$ cat config.mk
export PLATFORM = sky130hd
export DESIGN_NAME = csa_final_adder
export DESIGN_NICKNAME = d
export VERILOG_FILES = /design/src/rtl/csa_final_adder.sv
export SDC_FILE = /design/constraint.sdc
export NUM_CORES = 1
export LEC_CHECK = 0
export CORE_MARGIN = 10
export CORE_UTILIZATION = 43
export CTS_CLUSTER_DIAMETER = 30
export DETAILED_ROUTE_END_ITERATION = 12
export DONT_BUFFER_PORTS = 1
export PLACE_DENSITY = 0.68
export SLEW_MARGIN = 10
export SYNTH_ARGS = -nofsm -noshare
export SYNTH_HDL_FRONTEND = slang
export SYNTH_SLANG_ARGS = --single-unit
$ cat constraint.sdc
create_clock -name clk -period 3.15 [get_ports clk]
set_clock_uncertainty 0.2 [all_clocks]
set_input_delay 0.63 -clock clk [delete_from_list [all_inputs] [get_ports clk]]
set_output_delay 0.63 -clock clk [all_outputs]
set_load 0.02 [all_outputs]
$ cat src/rtl/csa_final_adder.sv
// Carry-propagate stage for the Booth 8x8 CSA tree: two-stage split adder with valid/ready.
// Optional sideband tag path enabled by defining CSA_TAG_EN.
module csa_final_adder #(
    parameter int CS_W  = 17,
    parameter int P_W   = 16,
    parameter int LO_W  = 8
`ifdef CSA_TAG_EN
    ,
    parameter int TAG_W = 4
`endif
) (
    input  logic            clk,
    input  logic            rst_n,
    input  logic            in_valid,
    output logic            in_ready,
    input  logic [CS_W-1:0] in_vs,
    input  logic [CS_W-1:0] in_vc,
`ifdef CSA_TAG_EN
    input  logic [TAG_W-1:0] in_tag,
    output logic [TAG_W-1:0] out_tag,
`endif
    output logic            out_valid,
    input  logic            out_ready,
    output logic [P_W-1:0]  out_prod
);
    localparam int HI_W = CS_W - LO_W;

    logic            s1_valid_q, s1_valid_d;
    logic [LO_W-1:0] s1_lo_q,    s1_lo_d;
    logic            s1_cy_q,    s1_cy_d;
    logic [HI_W-1:0] s1_vs_hi_q, s1_vs_hi_d;
    logic [HI_W-1:0] s1_vc_hi_q, s1_vc_hi_d;
    logic            s2_valid_q, s2_valid_d;
    logic [P_W-1:0]  s2_prod_q,  s2_prod_d;
`ifdef CSA_TAG_EN
    logic [TAG_W-1:0] s1_tag_q, s1_tag_d;
    logic [TAG_W-1:0] s2_tag_q, s2_tag_d;
`endif

    logic            s2_adv, s1_adv;
    logic [LO_W:0]   lo_sum;
    logic [HI_W-1:0] hi_sum;
    logic [CS_W-1:0] full_sum;
    // Bits above the product width are a sign-extension artefact and are dropped.
    logic [CS_W-P_W-1:0] unused_top_bits;

    assign s2_adv   = !s2_valid_q || out_ready;
    assign s1_adv   = !s1_valid_q || s2_adv;
    assign in_ready = s1_adv;

    assign lo_sum          = {1'b0, in_vs[LO_W-1:0]} + {1'b0, in_vc[LO_W-1:0]};
    assign hi_sum          = s1_vs_hi_q + s1_vc_hi_q + {{(HI_W-1){1'b0}}, s1_cy_q};
    assign full_sum        = {hi_sum, s1_lo_q};
    assign unused_top_bits = full_sum[CS_W-1:P_W];

    always_comb begin
        s1_valid_d = s1_valid_q;
        s1_lo_d    = s1_lo_q;
        s1_cy_d    = s1_cy_q;
        s1_vs_hi_d = s1_vs_hi_q;
        s1_vc_hi_d = s1_vc_hi_q;
`ifdef CSA_TAG_EN
        s1_tag_d   = s1_tag_q;
`endif
        if (s1_adv) begin
            s1_valid_d = in_valid;
            if (in_valid) begin
                s1_lo_d    = lo_sum[LO_W-1:0];
                s1_cy_d    = lo_sum[LO_W];
                s1_vs_hi_d = in_vs[CS_W-1:LO_W];
                s1_vc_hi_d = in_vc[CS_W-1:LO_W];
`ifdef CSA_TAG_EN
                s1_tag_d   = in_tag;
`endif
            end
        end
    end

    always_comb begin
        s2_valid_d = s2_valid_q;
        s2_prod_d  = s2_prod_q;
`ifdef CSA_TAG_EN
        s2_tag_d   = s2_tag_q;
`endif
        if (s2_adv) begin
            s2_valid_d = s1_valid_q;
            if (s1_valid_q) begin
                s2_prod_d = full_sum[P_W-1:0];
`ifdef CSA_TAG_EN
                s2_tag_d  = s1_tag_q;
`endif
            end
        end
    end

    always_ff @(posedge clk or negedge rst_n) begin
        if (!rst_n) begin
            s1_valid_q <= 1'b0;
            s1_lo_q    <= '0;
            s1_cy_q    <= 1'b0;
            s1_vs_hi_q <= '0;
            s1_vc_hi_q <= '0;
            s2_valid_q <= 1'b0;
            s2_prod_q  <= '0;
`ifdef CSA_TAG_EN
            s1_tag_q   <= '0;
            s2_tag_q   <= '0;
`endif
        end else begin
            s1_valid_q <= s1_valid_d;
            s1_lo_q    <= s1_lo_d;
            s1_cy_q    <= s1_cy_d;
            s1_vs_hi_q <= s1_vs_hi_d;
            s1_vc_hi_q <= s1_vc_hi_d;
            s2_valid_q <= s2_valid_d;
            s2_prod_q  <= s2_prod_d;
`ifdef CSA_TAG_EN
            s1_tag_q   <= s1_tag_d;
            s2_tag_q   <= s2_tag_d;
`endif
        end
    end

    assign out_valid = s2_valid_q;
    assign out_prod  = s2_prod_q;
`ifdef CSA_TAG_EN
    assign out_tag   = s2_tag_q;
`endif
endmodule
=== Word level (Yosys, flattened, before mapping) ===
Cells that the tools add are included.

* Add/subtract/negate cells: 3
* Multiply operators: 0
* Divide/modulo/power cells: 0
* $lt $le $gt $ge: 0
* Eq/ne operators: 0
* Shift operators: 0
* Multiplexer cells: 0
* Bitwise logic cells: 0
* Reduce and logical (&&, ||, !) cells: 6

{| class="wikitable"
|+ Operators by type and width
! kind !! count
|-
| $add A8 B8 Y9 || 1
|-
| $add A8 B1 Y8 || 1
|-
| $add A8 B8 Y8 || 1
|-
| $reduce_and A2 Y1 || 2
|-
| $logic_not A1 Y1 || 2
|-
| $logic_or A1 B1 Y1 || 2
|}

* Bits in registers: 43
* Latch bits: 0
* RAM bits: 0
* Bits in read-only memories: 0
* Bits of input ports: 38
* Output and inout bits: 18
* Logic and storage cells: 16
* Memories: 0

=== Logic depth before layout (Yosys ltp) ===
Gate-level depths: netlist of run 1.

* Depth after elaboration: 4
* Depth in mapped cells: 8
* Depth with buffers taken out: 8

=== Least setup slack after synthesis of run 1 ===
Ideal clock, no wire load.

* Path kind: input to register
* From: in in_vs[0]
* To: reg s1_lo_q[6]
* Library setup time: 135 ps
* Data arrival time: 1927 ps
* Required time: 2815 ps
* Slack: 887 ps
* Cell stages on the path: 7
* Buffers on the path: 0
* Path through: ha_1 > fa_1 > a21oi_1 > o211ai_1 > a21oi_1 > xor2_1 > o21ai_0

* Cells in the longest elaborated chain, start to end: 1

{| class="wikitable"
|+ Ends and longest elaborated chain
! what !! RTL line !! source
|-
| start, declared || 16 || <nowiki>input logic [CS_W-1:0] in_vs,</nowiki>
|-
| $add A8 B8 Y9 || 51 || <nowiki>assign lo_sum = {1'b0, in_vs[LO_W-1:0]} + {1'b0, in_vc[LO_W-1:0]};</nowiki>
|-
| end signal, assigned || 111 || <nowiki>s1_lo_q <= s1_lo_d;</nowiki>
|-
| end, declared || 29 || <nowiki>logic [LO_W-1:0] s1_lo_q, s1_lo_d;</nowiki>
|}

Every way passes these cells.
A chain may end at the register's enable or synchronous reset.

=== Worst setup path after layout of run 1 ===
* From: reg s1_cy_q
* To: reg s2_prod_q[14] (netlist: out_prod[14])

* Cells in the longest elaborated chain, start to end: 1

{| class="wikitable"
|+ Ends and longest elaborated chain
! what !! RTL line !! source
|-
| start, declared || 30 || <nowiki>logic s1_cy_q, s1_cy_d;</nowiki>
|-
| start signal, assigned || 112 || <nowiki>s1_cy_q <= s1_cy_d;</nowiki>
|-
| $add A8 B1 Y8 || 52 || <nowiki>assign hi_sum = s1_vs_hi_q + s1_vc_hi_q + {{(HI_W-1){1'b0}}, s1_cy_q};</nowiki>
|-
| end signal, assigned || 116 || <nowiki>s2_prod_q <= s2_prod_d;</nowiki>
|-
| end, declared || 34 || <nowiki>logic [P_W-1:0] s2_prod_q, s2_prod_d;</nowiki>
|}

Every way passes these cells.

==> results.md, run 1 <==
- The flow ran to the end, and the final reports show no timing, DRC or antenna violations.
- In this run, synthesis inferred 0 flip-flops with an integrated enable.
- In the global route stage, met3 resource usage came out at 0.0599.
- The total via count in the routed design is 1324.
- The met1 track demand over resource in global routing is 0.114.
- Once layout is done, the placed cells without fillers occupy 2360 µm².
- The mean instance size in the synthesized netlist is around 12 µm².
- The worst-margin pin slew is about 0.8 ns.
- The signal on the critical path passes through fa_1 -> inv_1 -> fa_1 -> nor2b_4 -> o31a_1 -> o21a_1 -> o21a_1 -> o31ai_1.
- The minimum clock period after layout is about 2.4 ns.
- The worst setup path is captured at a flip-flop.
- For this configuration, the core starts out at a cell density of 0.452.
- The top-area cell type share of the netlist area is 0.498.
- The number of post-CTS setup repair buffers is 0.
- For this design the top-level I/O count stands at 56.
- The later pin in the worst-skew pair is clocked with a latency of slightly below 0.3 ns.
- Of the cells placed in the final design, the portion with a size suffix greater than 1 is 0.201.
- The number of synthesized register bits is between 40 and 50.
- The worst hold slack is roughly 0.25 ns.
- The most repeated cell in the gate-level netlist after synthesis is sky130_fd_sc_hd__dfrtp_1.
- The floorplan step defined a core boundary enclosing approximately 4800 µm².
- The number of core rows is 25.
- The async set-reset flop share out of synthesis is 1.00.
- Counting distinct cell types in the post-synthesis netlist gives 25.
- Grouping stages by cell kind, the critical path spends the most delay in compound AO/OA/AOI/OAI gates.
- The remaining antenna violation count is 0.
- TritonCTS created 5 clock buffers.
- In the synthesized netlist, the cells that appear most often are sky130_fd_sc_hd__dfrtp_1 (43), sky130_fd_sc_hd__mux2_2 (27), sky130_fd_sc_hd__nand2_1 (16), sky130_fd_sc_hd__o21ai_0 (16), sky130_fd_sc_hd__ha_1 (14).
- The largest fanout on the critical path is 3.
- The post-synth net total is around 240.
- The number of placed instances with taps included is between 200 and 250.
- Entering global routing, the biggest net connects 44 pins.
- In this run the most used layer during global routing was met2.
- The wire length per cell after detailed routing is between 15 and 20 µm.
- The combined buffer and inverter count along the critical path is 1.
- The met2 track utilization from global routing is 0.160.
- The clock drives 43 sinks.
- Using the TritonRoute via totals, the vias-per-cell ratio works out to between 5 and 6.
- The root buffer cell chosen for the clock tree is sky130_fd_sc_hd__clkbuf_8.
- After global routing the overflow that remains totals 0.
- Summed over all layers, the routed wires come to ~4.1 mm.
- The die boundary height is 90.9 µm.
- Data on the critical path is required at its endpoint by about 3.2 ns.
- The weighted congestion at the end of routability-driven global placement is between 0.7 and 0.8.
- The largest voltage drop on the vdd net is about 210 µV.
- Setup repair after global routing left no endpoint under its margin.
- The critical path arrival is roughly 2.4 ns.
- The mapped cell area is 2160 µm².
- The total cell area at the placement stage is around 2200 µm².
- On the critical path, the stage with the largest delay is an instance of sky130_fd_sc_hd__fa_1.
- The largest total area in the synthesized netlist belongs to sky130_fd_sc_hd__dfrtp_1.
- The quantity of I/O buffers inserted on ports is 0.
- By area the synthesized netlist is led by sky130_fd_sc_hd__dfrtp_1 (50%), sky130_fd_sc_hd__mux2_2 (14%), sky130_fd_sc_hd__ha_1 (8.1%).
- The number of DRC markers in iteration 0 is 16.
- The count of placed standard cells in the final layout, fillers left out is 256.
- The area growth from synthesis to final layout is 9.38%.
- The clock tree from TritonCTS is built.
- The width of the chip is between 90 and 100 µm.
- After clock tree synthesis, the clock-pin slew on the worst setup and hold paths is about 0.080 ns.
- In the finished design, the share of the clock period the worst path needs comes to 0.764.
- The half-perimeter wire length of the detailed placement result is 3.05 mm.
- The analysis attributes to cell leakage a power of 1.04 nW.
- The count of final max-slew check failures is 0.
- The first global-routing pass estimated around 6.8 mm of wire.
- The count of max-cap constraint violations is 0.
- The final-stage net count is approximately 240.
- In the global route stage, overall resource usage came out at 0.103.
- The number of antenna repair diodes is 0.
- The number of gates resized after cts is 0.
- The share of synthesized area occupied by flip-flops and latches is 0.498.
- The number of global-route vias before repair is between 1000 and 1500.
- The ratio of total power to cell area is ~700 nW/µm².
- The H-tree generated during clock tree synthesis spans 2 levels.
- The worst setup path is launched from a flip-flop.
- Summed over all failing endpoints, the final setup total negative slack is 0 ns.
- For this run, the number of Yosys warnings is 0.
- For this run, the detailed router's first-pass iteration total came to 4.
- The initial antenna violation count is 0.
- The largest incremental delay on the critical path is ~0.48 ns.
- The class of the worst hold path is in -> reg.
- The dominant register cell in the synthesized netlist is sky130_fd_sc_hd__dfrtp_1.
- The maximum clock insertion buffer count is 2.
- The number of hold violations in the final report is 0.
- The post-synthesis cell count is between 150 and 200.
- The timing-limited maximum frequency is between 400 and 500 MHz.
- Setup violations remaining at the end of the flow were counted as 0.
- The post-route DRC violation count is 0.
- The full die area is between 8000 and 9000 µm².
- The path type of the worst setup path is reg -> reg.
- In this run the tightest slew margin relative to its limit is 0.467.
-- power by group --
part	leakage (nW)	switching [mW]	internal, mW	total [mW]
registers	0.511	0.194	0.690	0.884
clock network	0.0505	0.185	0.199	0.384
logic	0.480	0.178	0.197	0.375
total	1.04	0.557	1.09	1.64
-- final timing paths --
check	startpoint	endpoint	slack, ns	cells past startpoint
min	in_valid	s1_valid_q$_DFFE_PN0N_	0.25	1
min reg2reg	s1_lo_q[4]$_DFFE_PN0P_	s1_lo_q[4]$_DFFE_PN0P_	0.28	2
max in group asynchronous	rst_n	s1_vs_hi_q[7]$_DFFE_PN0P_	1.92	2
max	s1_cy_q$_DFFE_PN0P_	out_prod[14]$_DFFE_PN0P_	0.74	8
min in group asynchronous	rst_n	s1_lo_q[2]$_DFFE_PN0P_	0.63	2
max reg2reg	s1_cy_q$_DFFE_PN0P_	out_prod[14]$_DFFE_PN0P_	0.74	8
-- cells in the final DEF (no fill, tap or decap), types with 3 or more instances in the layout --
master / Yosys / final
sky130_fd_sc_hd__nor2_1: 5 / 5
sky130_fd_sc_hd__o21ai_0: 16 / 16
sky130_fd_sc_hd__nand2_1: 16 / 16
sky130_fd_sc_hd__nor3_1: 6 / 6
sky130_fd_sc_hd__clkbuf_8: 0 / 7
sky130_fd_sc_hd__inv_1: 5 / 5
sky130_fd_sc_hd__xor2_1: 8 / 8
sky130_fd_sc_hd__fa_1: 3 / 3
sky130_fd_sc_hd__a21oi_1: 8 / 8
sky130_fd_sc_hd__nand2b_1: 5 / 5
sky130_fd_sc_hd__dfrtp_1: 43 / 43
sky130_fd_sc_hd__xnor2_1: 3 / 3
sky130_fd_sc_hd__o21a_1: 3 / 3
sky130_fd_sc_hd__a21o_1: 3 / 3
sky130_fd_sc_hd__mux2_2: 27 / 27
sky130_fd_sc_hd__a211oi_1: 3 / 3
sky130_fd_sc_hd__ha_1: 14 / 14
-- metrics by stage --
stage | setup slack, ns | power [mW] | util
finish | 0.742 | 1.64 | 0.494
global route | 0.593 | 1.77 | 0.494
CTS | 0.715 | 1.68 | 0.494
detailed placement | 0.728 | 1.27 | 0.466
global placement | 0.744 | 1.26 | 0.466
floorplan | 0.887 | 1.18 | -
-- kinds of logic after synthesis --
family	after synthesis	synth area share
DFF	43	0.498
and+or+nand+nor	34	0.0747
xor gates and xnor gates	11	0.0446
buffers and inverters	10	0.0191
muxes	27	0.141
adders and majority gates	17	0.109
AOI/OAI and AO/OA	41	0.114
-- what timing repair did --
action                                 4_1_cts  5_1_grt
endpoints found under the hold margin       43        0
setup endpoints to repair                    0        0
hold buffers                                 2        0
-- final cells by class --
cell class                 instances  area [µm²]
multi-input combinational        130        1040
sequential                        43        1080
timing repair buffer               3        37.5
tap                               67        83.8
inverter                           5        18.8
fill                             452        2420
clock inverter                     1        7.51
clock buffer                       7        96.3
-- per-layer routing --
metal | vias up | wire, µm
li1 | 657 | -
met1 | 624 | 1690
met2 | 36 | 1930
met3 | 7 | 400
met4 | 0 | 62
met5 | - | 0
-- registers in the layout, indices dropped and copies added (netlist names) --
register,cells
s1_valid_q,1
out_valid,1
out_prod,16
s1_vc_hi_q,8
s1_cy_q,1
s1_lo_q,8
s1_vs_hi_q,8
Power figures use the tool's default switching activity.
==> inputs of run 2 (changes only) <==
==> constraint.sdc (replaced) <==
create_clock -name clk -period 2.3 [get_ports clk]
set_clock_uncertainty 0.2 [all_clocks]
set_input_delay 0.46 -clock clk [delete_from_list [all_inputs] [get_ports clk]]
set_output_delay 0.46 -clock clk [all_outputs]
set_load 0.02 [all_outputs]
==> run 2 against run 1 <==
Compared with the run above: worst hold slack worse by 0.15 ns; die area stayed put; non-clock buffer count rose by 6; sequential cell count unchanged; count of clock-buffer cells in the layout fell by 1; worst setup slack worse by 0.69 ns; register-to-register slack got worse by 0.69 ns; fmax rose by 6.9%; total power grew 36%; clock power is 23% higher.
==> results.md, run 2 (synthesis results as in run 1) <==
- The flow ran to the end, and the final reports show no timing, DRC or antenna violations.
- The timing-limited maximum frequency is 444 MHz (+6.9%).
- The class of the worst hold path is in -> reg.
- The largest voltage drop on the vdd net is 447 µV (+110%).
- The clock insertion delay at the later pin of the skew report was 0.29 ns (about the same).
- The number of global-route vias before repair came to 1394 (+2.0%).
- The die boundary height is 90.9 µm (unchanged).
- The total via count in the routed design is 1341 (+1.3%).
- The wire length of the first global-routing pass is 6.82 mm (-0.10%).
- The full die area came to 8260 µm² (unchanged).
- The final instance area is 2400 µm² (+1.4%).
- The quantity of I/O buffers inserted on ports is 0 (unchanged).
- The number of DRC markers in iteration 0 came to 19 (+3).
- The minimum clock period after layout was 2.25 ns (-0.156 ns).
- The final-stage net count is 249 (+2.5%).
- The maximum clock insertion buffer count is 2 (unchanged).
- The number of ports placed on the die boundary is 56 (unchanged).
- The ratio of total power to cell area is 930 nW/µm² (+34%).
- The number of buffers created by CTS is 5 (unchanged).
- The initial antenna violation count was 0 (unchanged).
- The required time reported for the critical path endpoint is 2.30 ns (-0.85 ns).
- In this run the clock root is driven by a sky130_fd_sc_hd__clkbuf_8.
- The worst-margin pin slew is 0.534 ns (-0.264 ns).
- The number of levels in the clock H-tree came to 2 (unchanged).
- The number of placed instances with taps included is 251 (+2.0%).
- The count of final max-slew check failures is 0 (unchanged).
- TritonCTS built the clock tree.
- The count of max-cap constraint violations is 0 (unchanged).
- The wire length per cell after detailed routing is 15.5 µm (-2.4%).
- The standby leakage power was 1.06 nW (+2.1%).
- The half-perimeter wire length of the detailed placement result is 3.13 mm (+2.6%).
- The clock sink total is 43 (unchanged).
- The total congestion overflow after global routing came to 0 (unchanged).
- The clock slew at the register clock pins of the worst setup and hold paths came to 0.08 ns (about the same).
- The all-layer global routing usage was 0.102 (-0.00112).
- The starting density of the core is 0.452 (unchanged).
- Setup repair after global routing left no endpoint under its margin.
- The weighted congestion at the end of routability-driven global placement was 0.732 (-1.2%).
- The critical path arrival is 2.25 ns (-0.15 ns).
- The critical path in this run is classified as reg -> reg.
- The number of antenna repair diodes was 0 (unchanged).
- The maximum number of pins on one net before global-route repair is 44 (unchanged).
- The detailed-route vias per instance is 5.14 (-0.66%).
- The total cell area at the placement stage is 2270 µm² (+1.7%).
- The share of post-route cells with drive strength above 1 is 0.237 (+0.0361).
- The number of iterations in the first detailed-routing pass was 2 (-2).
- The width of the chip is 90.9 µm (unchanged).
- The count of placed standard cells in the final layout, fillers left out is 261 (+2.0%).
- The largest fanout on the critical path is 2 (-1).
- The area growth from synthesis to final layout is 10.9%.
- The fraction of the cycle the final worst path needs came to 0.979 (+0.215).
- Leaving out fill and tap cells, the most frequent cell in the layout is sky130_fd_sc_hd__dfrtp_1.
- STA classifies the critical path startpoint as a flip-flop.
- The count of filler cells inserted in the layout is 447 (-1.1%).
- The core area is 4790 µm² (unchanged).
- The number of flip-flops under the largest register name is 16 (unchanged).
- The post-route DRC violation count is 0 (unchanged).
- The worst slew margin relative to its limit was 0.643 (+0.177).
- The total of endpoints with negative setup slack in the final report is 0 (unchanged).
- The number of core rows was 25 (unchanged).
- In the layout the commonest cells are sky130_fd_sc_hd__dfrtp_1 (43), sky130_fd_sc_hd__mux2_2 (27), sky130_fd_sc_hd__nand2_1 (16), sky130_fd_sc_hd__o21ai_0 (16), sky130_fd_sc_hd__ha_1 (14).
- The total routed wirelength came to 4.05 mm (-0.49%).
- The remaining antenna violation count is 0 (unchanged).
- STA classifies the critical path endpoint as a flip-flop.
- The number of hold violations in the final report is 0 (unchanged).
- The setup total negative slack is 0 ns (unchanged).
run 2: cell types whose count changed in the layout (fill, tap and decap cells not counted):
| cell | change |
|---|---|
| sky130_fd_sc_hd__fa_2 | +2 |
| sky130_fd_sc_hd__clkbuf_8 | -1 |
| sky130_fd_sc_hd__clkinv_2 | +1 |
| sky130_fd_sc_hd__fa_1 | -2 |
| sky130_fd_sc_hd__buf_4 | +6 |
| sky130_fd_sc_hd__inv_2 | +1 |
| sky130_fd_sc_hd__inv_1 | -1 |
| sky130_fd_sc_hd__clkinvlp_4 | -1 |
run 2: stage by stage:
stage	utilization	power, mW	setup WS [ns]	hold WS (ns)
5_1_grt	0.501	2.39	0.00153	0.0921
4_1_cts	0.499	2.26	0.00573	0.0897
2_1_floorplan	-	1.62	0.0585	-0.0356
6_report	0.501	2.23	0.0477	0.0991
3_3_place_gp	0.474	1.74	-0.0168	-0.0340
3_5_place_dp	0.474	1.76	-0.0718	-0.0340
run 2: final timing paths:
kind	from	to	slack [ns]	cells after the start
setup / recovery	s1_vc_hi_q[0]$_DFFE_PN0P_	out_prod[14]$_DFFE_PN0P_	0.05	8
hold / removal	in_valid	s1_valid_q$_DFFE_PN0N_	0.1	1
setup reg to reg	s1_vc_hi_q[0]$_DFFE_PN0P_	out_prod[14]$_DFFE_PN0P_	0.05	8
hold reg to reg	s1_lo_q[4]$_DFFE_PN0P_	s1_lo_q[4]$_DFFE_PN0P_	0.28	2
max in group asynchronous	rst_n	s1_vc_hi_q[1]$_DFFE_PN0P_	1.25	2
min in group asynchronous	rst_n	s1_vs_hi_q[3]$_DFFE_PN0P_	0.43	2
run 2: area by class of cell:
cell class / count / area [µm²] / area share
Clock buffer: 6 / 82.6 / 0.0344
Clock inverter: 1 / 5.00 / 0.00209
Inverter: 5 / 18.8 / 0.00783
Multi-Input combinational cell: 130 / 1050 / 0.437
Sequential cell: 43 / 1080 / 0.449
Tap cell: 67 / 83.8 / 0.0350
Timing Repair Buffer: 9 / 82.6 / 0.0344
run 2: power by group:
group          switching (mW)  internal (mW)  total (mW)
sequential              0.271          0.945        1.22
combinational           0.250          0.292       0.541
clock                   0.236          0.235       0.472
run 2: timing repair:
| item | 4_1_cts | 5_1_grt |
|---|---|---|
| gates resized for setup | 2 | 1 |
| pin swaps | 0 | 3 |
| hold buffers | 2 | 0 |
| setup endpoints to repair | 1 | 1 |
| endpoints found under the hold margin | 43 | 0 |
| setup buffers | 0 | 1 |
run 2: critical path, cell delays in order, from the launching register on:
cell	delay [ns]
sky130_fd_sc_hd__dfrtp_1	0.40
sky130_fd_sc_hd__fa_2	0.42
sky130_fd_sc_hd__inv_2	0.07
sky130_fd_sc_hd__fa_2	0.23
sky130_fd_sc_hd__nor2b_4	0.04
sky130_fd_sc_hd__o31a_1	0.25
sky130_fd_sc_hd__o21a_1	0.19
sky130_fd_sc_hd__o21a_1	0.17
sky130_fd_sc_hd__o31ai_1	0.18
run 2: layer usage:
layer,GRT usage,vias up,share of wire
li1,-,668,-
met1,0.108,629,0.42
met2,0.167,38,0.48
met3,0.0565,6,0.088
met4,0.0392,0,0.016
met5,0,-,0
==> inputs of run 3 (changes only) <==
--- a/config.mk
+++ b/config.mk
@@ -5,12 +5,14 @@
 export SDC_FILE = /design/constraint.sdc
 export NUM_CORES = 1
 export LEC_CHECK = 0
+export CELL_PAD_IN_SITES_DETAIL_PLACEMENT = 0
+export CELL_PAD_IN_SITES_GLOBAL_PLACEMENT = 2
 export CORE_MARGIN = 10
-export CORE_UTILIZATION = 43
+export CORE_UTILIZATION = 40
 export CTS_CLUSTER_DIAMETER = 30
 export DETAILED_ROUTE_END_ITERATION = 12
 export DONT_BUFFER_PORTS = 1
-export PLACE_DENSITY = 0.68
+export PLACE_DENSITY_LB_ADDON = 0.1
 export SLEW_MARGIN = 10
 export SYNTH_ARGS = -nofsm -noshare
 export SYNTH_HDL_FRONTEND = slang
==> run 3 against run 2 <==
Compared with the run above: register-to-register slack better by 0.04 ns; sequential cell count stayed put; die area grew 5.8%; design area about the same; combinational power grew 4%; critical path depth unchanged; global-route usage is 0.26 points lower; worst hold slack worse by 0.014 ns; highest routed layer unchanged; total power decreased by 1.1%; wire length rose by 3.2%; worst setup slack improved by 0.039 ns; largest power group unchanged; cell count unchanged.
==> results.md, run 3 (synthesis results as in run 1) <==
- The register-to-register setup slack came to 0.09 ns (+0.04 ns).
- The required time reported for the critical path endpoint is 2.29 ns (about the same).
- The design internal power is 1.45 mW (-1.6%).
- The area growth from synthesis to final layout came to 10.9% (about the same).
- The wire length per cell after detailed routing is 16.0 µm (+3.2%).
- The critical path arrival came to 2.20 ns (-0.05 ns).
- The register area came to 1080 µm² (unchanged).
- The fraction of the cycle the final worst path needs is 0.962 (-0.0170).
- The worst slew margin relative to its limit was 0.708 (+0.0645).
- The wire length of the first global-routing pass was 6.95 mm (+1.9%).
- The clock slew at the register clock pins of the worst setup and hold paths is 0.07 ns (about the same).
- The largest fanout on the critical path is 2 (unchanged).
- The net switching fraction of the power was 0.343 (+0.00336).
- Traced cell by cell, the critical path runs through fa_2 -> inv_2 -> fa_2 -> nor2b_4 -> o31a_1 -> o21a_1 -> o21a_1 -> o31ai_1.
- The path type of the worst setup path is reg -> reg.
- The all-layer global routing usage came to 0.0997 (-0.00257).
- The type of destination of the critical path is a flip-flop.
- The final-stage net count came to 247 (-0.80%).
- The most common cell after layout, fill and taps aside is sky130_fd_sc_hd__dfrtp_1.
- The number of iterations in the first detailed-routing pass came to 4 (+2).
- The total routed wirelength is 4.18 mm (+3.2%).
- The post-route DRC violation count is 0 (unchanged).
- The type of origin of the critical path is a flip-flop.
- The number of DRC markers in iteration 0 is 31 (+12).
- The width of the chip is 93.5 µm (+2.9%).
- The highest-delay cell along the critical path is sky130_fd_sc_hd__fa_2.
- The core area is 5170 µm² (+8.1%).
- The weighted congestion at the end of routability-driven global placement is 0.769 (+5.1%).
- The count of max-cap constraint violations is 0 (unchanged).
- The clock sink total came to 43 (unchanged).
- The share of post-route cells with drive strength above 1 is 0.225 (-0.0120).
- The total area of multi-input combinational cells came to 1050 µm² (+0.48%).
- The class of the worst hold path is in -> reg.
- The count of placed standard cells in the final layout, fillers left out is 261 (unchanged).
- The part of the total power dissipated in the clock network is 0.194 (-0.018).
- The number of ports placed on the die boundary was 56 (unchanged).
- The worst-margin pin slew was 0.437 ns (-0.0965 ns).
- The number of global-route vias before repair came to 1501 (+7.7%).
- The quantity of I/O buffers inserted on ports came to 0 (unchanged).
- The maximum clock insertion buffer count is 2 (unchanged).
- The total via count in the routed design is 1372 (+2.3%).
- The top cell types in the final layout, fill and taps aside, are sky130_fd_sc_hd__dfrtp_1 (43), sky130_fd_sc_hd__mux2_2 (27), sky130_fd_sc_hd__nand2_1 (16), sky130_fd_sc_hd__o21ai_0 (16), sky130_fd_sc_hd__ha_1 (14).
- The die boundary height is 93.5 µm (+2.9%).
- The number of hold violations in the final report is 0 (unchanged).
- The number of antenna repair diodes is 0 (unchanged).
- The count of filler cells inserted in the layout is 480 (+7.4%).
- Tracing the worst setup path back leads to its startpoint at s1_vc_hi_q[0]$_DFFE_PN0P_.
- The number of flip-flops under the largest register name is 16 (unchanged).
- The remaining antenna violation count is 0 (unchanged).
- The half-perimeter wire length of the detailed placement result is 3.31 mm (+5.8%).
- The startpoint of the lowest-slack register-to-register path is s1_vc_hi_q[0]$_DFFE_PN0P_.
- The run finished with clean final reports.
- The clock insertion delay at the later pin of the skew report is 0.29 ns (about the same).
- The maximum number of pins on one net before global-route repair is 44 (unchanged).
- The full die area is 8740 µm² (+5.8%).
- The ratio of total power to cell area is 920 nW/µm² (-1.1%).
- The cell at the root of the clock tree is sky130_fd_sc_hd__clkbuf_8.
- The combinational group share of total power is 0.255 (+0.012).
- Setup repair after global routing could not meet its margin everywhere.
- The portion of total power attributed to sequential cells was 0.551 (+0.005).
- The combined buffer and inverter count along the critical path is 1 (unchanged).
- The standby leakage power is 1.05 nW (-0.90%).
- The detailed-route vias per instance came to 5.26 (+2.3%).
- The largest voltage drop on the vdd net is 416 µV (-6.9%).
- The starting density of the core was 0.418 (-0.0337).
- The number of placed instances with taps included is 252 (+0.40%).
- The total design power is 2.20 mW (-1.1%).
- The startpoint identified for the worst hold timing path is in_valid.
- The initial antenna violation count is 0 (unchanged).
- The minimum clock period after layout is 2.21 ns (-0.0391 ns).
- The timing-limited maximum frequency is 452 MHz (+1.8%).
- The number of core rows is 26 (+4.0%).
- The largest incremental delay on the critical path is 0.41 ns (about the same).
- The total of endpoints with negative setup slack in the final report is 0 (unchanged).
- The number of buffers created by CTS came to 5 (unchanged).
- The count of final max-slew check failures is 0 (unchanged).
- The switching power summed over all nets is 0.756 mW (-0.16%).
- The number of levels in the clock H-tree is 2 (unchanged).
- The clock tree from TritonCTS is built.
- On the critical path the largest part of the delay comes from compound AO/OA/AOI/OAI gates.
- The total congestion overflow after global routing is 0 (unchanged).
==> run 3: changes by cell type in the layout (fill, tap and decap cells not counted) <==
cell	before	now
sky130_fd_sc_hd__clkinv_2	1	0
sky130_fd_sc_hd__buf_16	0	1
sky130_fd_sc_hd__a211oi_2	0	1
sky130_fd_sc_hd__clkbuf_8	6	5
sky130_fd_sc_hd__clkbuf_1	0	1
sky130_fd_sc_hd__buf_4	7	4
sky130_fd_sc_hd__a211oi_1	3	2
==> run 3: worst paths after layout <==
check	end	cells past startpoint
worst max-delay path	out_prod[14]$_DFFE_PN0P_	8
worst min-delay path	s1_valid_q$_DFFE_PN0N_	1
worst max register to register	out_prod[14]$_DFFE_PN0P_	8
worst min register to register	s1_lo_q[4]$_DFFE_PN0P_	2
max in group asynchronous	out_prod[7]$_DFFE_PN0P_	2
min in group asynchronous	out_prod[10]$_DFFE_PN0P_	2
==> run 3: layer usage <==
layer	wire length, µm	GRT usage	part of all wire	vias up
met5	0	0	0	-
met4	51	0.0347	0.012	0
met3	400	0.0544	0.096	5
met2	2130	0.173	0.51	43
met1	1600	0.0986	0.38	664
li1	-	-	-	660
==> run 3: area by class of cell <==
cell class                      count  area share
Clock buffer                        6      0.0303
Inverter                            5     0.00783
Multi-Input combinational cell    130       0.440
Sequential cell                    43       0.449
Tap cell                           70      0.0366
Timing Repair Buffer                7      0.0366
==> run 3: stage by stage <==
stage,instance area [µm²],setup TNS (ns),setup slack [ns],hold WS (ns),utilization
after floorplan,2160,0,0.0585,-0.0356,-
after global placement,2270,-0.00265,-0.00265,-0.0342,0.439
after detailed placement,2270,-0.0507,-0.0507,-0.0340,0.439
after CTS,2390,0,0.0184,0.0744,0.462
after global routing,2400,-0.0159,-0.0159,0.0797,0.463
final,2400,0,0.0868,0.0849,0.463
==> run 3: power by group through the flow <==
stage,logic [mW],clock network [mW],registers [mW]
global placement,0.516,0,1.23
floorplan,0.433,0,1.19
CTS,0.568,0.455,1.23
detailed placement,0.531,0,1.24
global route,0.640,0.479,1.24
finish,0.561,0.428,1.22
==> run 3: what timing repair did <==
action,CTS,global route
endpoints found under the setup margin,1,2
endpoints found under the hold margin,43,0
gates resized for setup,3,1
hold buffers,2,0
setup buffers,1,0
pin swaps,1,3
